--- src/rtl/ux607_icb_pkg.sv ---
// ux607_icb_pkg: shared constants and width helpers for the ICB peripheral
// splitter and its ID FIFO.
//   ICB_DW   - ICB data bus width
//   clog2    - ceiling log2 (clog2(1) = 0)
//   id_width - bits needed to name N peripheral targets plus the error target
`ifndef UX607_PA_SIZE
`define UX607_PA_SIZE 32
`endif

package ux607_icb_pkg;

   localparam int ICB_DW = 32;

   function automatic int clog2(input int value);
      int result;
      result = 0;
      while ((1 << result) < value) result++;
      return result;
   endfunction

   // Targets 0..n-1 are peripherals; target n is the internal error responder.
   function automatic int id_width(input int n_slv);
      return clog2(n_slv + 1);
   endfunction

endpackage

--- src/rtl/ux607_icb_id_fifo.sv ---
// ux607_icb_id_fifo: small synchronous FIFO holding the target ID of every
// outstanding ICB command, in command order.
//   clk, rst_n - clock, asynchronous active-low reset (control state only)
//   push, din  - write request and data; ignored while full
//   pop        - read request; ignored while empty
//   full/empty - occupancy flags
//   head       - oldest entry (valid only when not empty)
module ux607_icb_id_fifo
   import ux607_icb_pkg::*;
#(
   parameter int DEPTH = 2,
   parameter int DW    = 3
) (
   input  logic          clk,
   input  logic          rst_n,
   input  logic          push,
   input  logic [DW-1:0] din,
   input  logic          pop,
   output logic          full,
   output logic          empty,
   output logic [DW-1:0] head
);

   localparam int AW = (DEPTH > 1) ? clog2(DEPTH) : 1;
   localparam int CW = clog2(DEPTH) + 1;

   logic [AW-1:0] wptr;
   logic [AW-1:0] rptr;
   logic [CW-1:0] count;
   logic [DW-1:0] mem [DEPTH];
   logic          do_push;
   logic          do_pop;

   assign full    = (count == CW'(DEPTH));
   assign empty   = (count == '0);
   assign do_push = push & ~full;
   assign do_pop  = pop & ~empty;
   assign head    = mem[rptr];

   always_ff @(posedge clk or negedge rst_n) begin
      if (!rst_n) begin
         wptr  <= '0;
         rptr  <= '0;
         count <= '0;
      end else begin
         if (do_push) wptr <= (wptr == AW'(DEPTH - 1)) ? '0 : wptr + AW'(1);
         if (do_pop)  rptr <= (rptr == AW'(DEPTH - 1)) ? '0 : rptr + AW'(1);
         case ({do_push, do_pop})
            2'b10:   count <= count + CW'(1);
            2'b01:   count <= count - CW'(1);
            default: count <= count;
         endcase
      end
   end

   // Storage needs no reset: an entry is only read after it has been written.
   always_ff @(posedge clk) begin
      if (do_push) mem[wptr] <= din;
   end

endmodule

--- src/rtl/ux607_icb_perips_split.sv ---
// ux607_icb_perips_split: one ICB master port fanned out to N_SLV peripheral
// ICB ports by address decode. Responses return in command order; addresses
// that hit no peripheral are answered internally with err = 1, rdata = 0.
//   i_icb_cmd_*  - master command (valid/ready/addr/read/wdata)
//   i_icb_rsp_*  - master response (valid/ready/rdata/err)
//   o_icb_cmd_*  - per-peripheral valid/ready; addr/read/wdata broadcast
//   o_icb_rsp_*  - per-peripheral valid/ready; flat per-peripheral rdata
module ux607_icb_perips_split
   import ux607_icb_pkg::*;
#(
   parameter int N_SLV      = 4,
   parameter int OUTS_DEPTH = 2,
   parameter logic [N_SLV*`UX607_PA_SIZE-1:0] SLV_BASE = {N_SLV{`UX607_PA_SIZE'h0}},
   parameter logic [N_SLV*`UX607_PA_SIZE-1:0] SLV_MASK = {N_SLV{`UX607_PA_SIZE'h0}}
) (
   input  logic                      clk,
   input  logic                      rst_n,
   input  logic                      i_icb_cmd_valid,
   output logic                      i_icb_cmd_ready,
   input  logic [`UX607_PA_SIZE-1:0] i_icb_cmd_addr,
   input  logic                      i_icb_cmd_read,
   input  logic [ICB_DW-1:0]         i_icb_cmd_wdata,
   output logic                      i_icb_rsp_valid,
   input  logic                      i_icb_rsp_ready,
   output logic [ICB_DW-1:0]         i_icb_rsp_rdata,
   output logic                      i_icb_rsp_err,
   output logic [N_SLV-1:0]          o_icb_cmd_valid,
   input  logic [N_SLV-1:0]          o_icb_cmd_ready,
   output logic [`UX607_PA_SIZE-1:0] o_icb_cmd_addr,
   output logic                      o_icb_cmd_read,
   output logic [ICB_DW-1:0]         o_icb_cmd_wdata,
   input  logic [N_SLV-1:0]          o_icb_rsp_valid,
   output logic [N_SLV-1:0]          o_icb_rsp_ready,
   input  logic [N_SLV*ICB_DW-1:0]   o_icb_rsp_rdata
);

   localparam int PA   = `UX607_PA_SIZE;
   localparam int ID_W = id_width(N_SLV);
   localparam logic [ID_W-1:0] ERR_ID = ID_W'(N_SLV);

   logic [ID_W-1:0]   sel;
   logic              miss;
   logic              tgt_ready;
   logic              full;
   logic              empty;
   logic [ID_W-1:0]   head;
   logic              head_err;
   logic              head_valid;
   logic [ICB_DW-1:0] head_rdata;
   logic              push;
   logic              pop;

   // Descending scan so the lowest hitting slot overrides the others.
   always_comb begin
      sel = ERR_ID;
      for (int k = N_SLV - 1; k >= 0; k--) begin
         if ((i_icb_cmd_addr & SLV_MASK[k*PA +: PA]) == SLV_BASE[k*PA +: PA])
            sel = ID_W'(k);
      end
   end

   assign miss = (sel == ERR_ID);

   // Command valid deliberately ignores peripheral ready (no valid->ready loop).
   always_comb begin
      tgt_ready       = 1'b0;
      o_icb_cmd_valid = '0;
      for (int k = 0; k < N_SLV; k++) begin
         if (sel == ID_W'(k)) begin
            tgt_ready          = o_icb_cmd_ready[k];
            o_icb_cmd_valid[k] = i_icb_cmd_valid & ~full;
         end
      end
   end

   assign i_icb_cmd_ready = ~full & (miss | tgt_ready);
   assign o_icb_cmd_addr  = i_icb_cmd_addr;
   assign o_icb_cmd_read  = i_icb_cmd_read;
   assign o_icb_cmd_wdata = i_icb_cmd_wdata;

   // Only the head target may respond; later targets wait their turn.
   always_comb begin
      head_valid      = 1'b0;
      head_rdata      = '0;
      o_icb_rsp_ready = '0;
      for (int k = 0; k < N_SLV; k++) begin
         if (head == ID_W'(k)) begin
            head_valid         = o_icb_rsp_valid[k];
            head_rdata         = o_icb_rsp_rdata[k*ICB_DW +: ICB_DW];
            o_icb_rsp_ready[k] = ~empty & i_icb_rsp_ready;
         end
      end
   end

   assign head_err        = (head == ERR_ID);
   assign i_icb_rsp_valid = ~empty & (head_err | head_valid);
   assign i_icb_rsp_rdata = head_rdata;
   assign i_icb_rsp_err   = ~empty & head_err;

   assign push = i_icb_cmd_valid & i_icb_cmd_ready;
   assign pop  = i_icb_rsp_valid & i_icb_rsp_ready;

   ux607_icb_id_fifo #(
      .DEPTH (OUTS_DEPTH),
      .DW    (ID_W)
   ) u_id_fifo (
      .clk   (clk),
      .rst_n (rst_n),
      .push  (push),
      .din   (sel),
      .pop   (pop),
      .full  (full),
      .empty (empty),
      .head  (head)
   );

endmodule
--- config.mk ---
export PLATFORM = sky130hd
export DESIGN_NAME = ux607_icb_perips_split
export DESIGN_NICKNAME = d
export VERILOG_FILES = /design/src/rtl/ux607_icb_pkg.sv /design/src/rtl/ux607_icb_id_fifo.sv /design/src/rtl/ux607_icb_perips_split.sv
export SDC_FILE = /design/constraint.sdc
export NUM_CORES = 1
export LEC_CHECK = 0
export ABC_CLOCK_PERIOD_IN_PS = 2350
export BUFFER_PORTS_ARGS = -buffer_cell sky130_fd_sc_hd__buf_2
export CORE_AREA = 2 2 120 122
export CTS_CLUSTER_SIZE = 8
export DETAILED_ROUTE_END_ITERATION = 8
export DIE_AREA = 0 0 122 124
export GPL_TIMING_DRIVEN = 0
export HOLD_SLACK_MARGIN = 0.03
export MAX_ROUTING_LAYER = met4
export PLACE_DENSITY = 0.59
export SLEW_MARGIN = 10
export SYNTH_ARGS = -nofsm -noshare
export SYNTH_HDL_FRONTEND = slang
export SYNTH_HIERARCHICAL = 1
export SYNTH_SLANG_ARGS = --single-unit
--- constraint.sdc ---
create_clock -name clk -period 2.35 [get_ports clk]
set_input_delay 0.3525 -clock clk [delete_from_list [all_inputs] [get_ports clk]]
set_output_delay 0.3525 -clock clk [all_outputs]
set_load 0.02 [all_outputs]
==> results.sh <==
export IMPL_dieArea_mm2=0.01513
export IMPL_hold_viol=0
export IMPL_slowest_stage="mux4_2"
export IMPL_place_congestion=0.7521
export IMPL_cts_buffers=3
export IMPL_synthTopCellsByArea="mux4_2, buf_4, nor2b_1"
export IMPL_avgSynthCellArea_um2=10.68
export IMPL_pwr_share_comb_pct=80.7
export IMPL_finalCriticalPeriod_ns=2.395
export IMPL_ys_seq_area_share_pct=13.73
export IMPL_die_w_um=122
export IMPL_final_nets=659
export IMPL_start_kind="register"
export IMPL_drtPass1Iterations=4
export IMPL_critical_path_required_ns=2.00
export IMPL_reg2reg_setup_slack_ns=0
export IMPL_crit_path_end_kind="primary output"
export IMPL_cts_num_sinks=10
export IMPL_ctsRootBufferMaster="clkbuf_16"
export IMPL_crit_fanout=10
export IMPL_die_h_um=124
export IMPL_ios=313
export IMPL_grt_use_total_pct=10.61
export IMPL_routed_via_count=2366
export IMPL_dp_hpwl_um=7880
export IMPL_pwr_density_cell_mw_per_mm2=808.6
export IMPL_core_area_mm2=0.01372
export IMPL_wl_per_cell_um=13.97
export IMPL_ys_types=25
export IMPL_synth_top_area_cell="mux4_2"
export IMPL_ir_drop_uv=489.8
export IMPL_fp_row_count=43
export IMPL_switchingPower_mw=1.333
export IMPL_fin_ws_ns=-0.04459
export IMPL_start_util_pct=14.87
export IMPL_leakagePower_nw=2.080
export IMPL_syn_inst=191
export IMPL_fill_cells=1490
export IMPL_synth_top_cell_area_share_pct=35.32
export IMPL_grt_pass1_wl_um=11940
export IMPL_ys_ff_latch=10
export IMPL_ant_nets=0
export IMPL_multiInputGateArea_mm2=0.001338
export IMPL_switching_share_pct=41.42
export IMPL_clock_fmax_ghz=0.4176
export IMPL_outcome="finished, violations left"
export IMPL_violations="setup timing"
export IMPL_fin_crit_sh_pct=101.9
export IMPL_grt_max_degree=11
export IMPL_netlist_area_mm2=0.002041
export IMPL_grt_pass1_vias=2316
export IMPL_cts_tree="built"
export IMPL_antenna_found_initial=1
export IMPL_dpl_worst_slack_ns=-0.2943
export IMPL_finalMaxSlewViolations=0
export IMPL_dp_cells=620
export IMPL_setup_viol=19
export IMPL_p_clk_share_pct=10.4
export IMPL_finClkSkew_ns=0.001062
export IMPL_mostFrequentLayoutCells="buf_2, buf_4, mux4_2, nor2b_1, buf_6"
export IMPL_routed_via_density=3.738
export IMPL_final_common_cell="buf_2"
export IMPL_crit_top_cell="buf_12"
export IMPL_crit_chain="mux2_4, buf_12, buf_12, mux4_2, nor2b_4, buf_6"
export IMPL_grt_setup_unrepaired="true"
export IMPL_instances_no_fill=633
export IMPL_clk_latency_ns=0.23
export IMPL_cap_violations=0
export IMPL_seqPwrFrac_pct=8.9
export IMPL_crit_type="register to primary output"
export IMPL_path_buf_inv=3
export IMPL_area_growth_pct=95.10
export IMPL_yosysWarnings=6
export IMPL_htreeDepth=1
export IMPL_drive_above_1_share_pct=86.06
export IMPL_wl_um=8844
export IMPL_drtIter0Drc=33
export IMPL_min_path_type="primary input to async pin"
export IMPL_crit_family="multiplexers"
export IMPL_portBuffers=241
export IMPL_p_int_mw=1.886
export IMPL_cp_arrival_ns=2.04
export IMPL_grt_overflow_total=0
export IMPL_clk_pin_slew_ns=0.04
export IMPL_drc=0
export IMPL_regArea_um2=281.5
export IMPL_clockBufferDepth=2
export IMPL_cpPeakStageDelay_ns=0.46
## cells in the mapped netlist
library cell,n
edfxtp_1,6
buf_4,68
buf_2,5
nor4_1,1
mux2_2,5
nand2_1,1
xor2_1,2
and2_1,1
ha_1,1
inv_1,1
clkbuf_1,4
nor2b_2,1
nor2b_1,36
a221oi_1,1
buf_6,3
conb_1,1
nor3b_1,1
nor3_1,2
nand3b_1,1
nor2_1,7
and3_1,1
dfrtp_1,4
nand2b_1,3
mux4_2,32
xnor2_1,3
## registers in the layout, indices dropped and copies added, names as in the netlist
name,cells
u_id_fifo/count,2
u_id_fifo/mem,6
u_id_fifo/rptr,1
u_id_fifo/wptr,1
## worst paths after layout
kind | startpoint | endpoint | depth (start not counted)
max | u_id_fifo/rptr | i_icb_rsp_rdata[16] | 6
max in group asynchronous | rst_n | u_id_fifo/rptr | 2
min reg2reg | u_id_fifo/wptr | u_id_fifo/wptr | 1
min in group clk | u_id_fifo/wptr | u_id_fifo/wptr | 1
max reg2reg | u_id_fifo/rptr | u_id_fifo/count[1] | 10
min | rst_n | u_id_fifo/wptr | 2
## power groups by stage
stage               clock, mW  combinational, mW  sequential, mW
floorplan                   0               1.48           0.277
global placement            0               2.10           0.287
detailed placement          0               2.11           0.287
CTS                     0.339               2.46           0.287
global route            0.350               2.79           0.298
finish                  0.334               2.60           0.288
## timing repair
item / CTS / global route
pin swaps: 0 / 1
resized for setup: 54 / 32
setup buffers: 5 / 2
endpoints found under the hold margin: 4 / 0
cloned: 1 / 0
endpoints found under the setup margin: 38 / 35
hold buffers: 1 / 0
## kinds of logic after synthesis
kind of cell | Yosys count | synth area share, %
compound gates | 1 | 0.4293
buf+inv | 81 | 28.82
flops | 10 | 13.73
xor+xnor | 5 | 2.146
other cells | 1 | 0.1838
simple gates | 55 | 16.00
mux | 37 | 38.07
fa+ha+maj | 1 | 0.6130
## routing by layer
layer  vias to the layer above  GRT usage (%)  part of all wire [%]
li1                       1126              -                     -
met1                      1076          11.97                    37
met2                       160          19.83                    52
met3                         4          2.244                    11
met4                         0          1.293                  0.60
met5                         -              -                     0
## cell type report
class / count / share of cell area (%)
antenna: 1 / 0.06285
buffer: 79 / 16.18
clock buffer: 4 / 2.231
inverter: 1 / 0.09428
multi-input combinational: 108 / 33.60
sequential: 10 / 7.071
tap: 180 / 5.657
timing repair buffer: 250 / 35.10
## per-stage QoR
stage	util (%)	setup TNS (ns)	hold slack [ns]	instance area [um^2]	total power, mW
CTS	28.03	-0.6868	0.4486	3846	3.087
finish	29.02	-0.3468	0.4554	3981	3.219
detailed placement	25.53	-0.8377	0.1646	3502	2.394
global placement	25.53	-0.6380	0.1626	3502	2.386
global route	29.02	-2.158	0.4536	3981	3.438
floorplan	-	0	0.05691	2071	1.754
## worst reg2reg max path, delay by kind of cell, from the launching register on
kind	cells	cell delay, ns
buffers and inverters	1	0.14
xor gates and xnor gates	2	0.30
DFF	1	0.43
AOI/OAI and AO/OA	1	0.27
adders and majority gates	1	0.17
muxes	2	0.60
and+or+nand+nor	3	0.31
No activity file was read; power rests on OpenSTA's default activity.
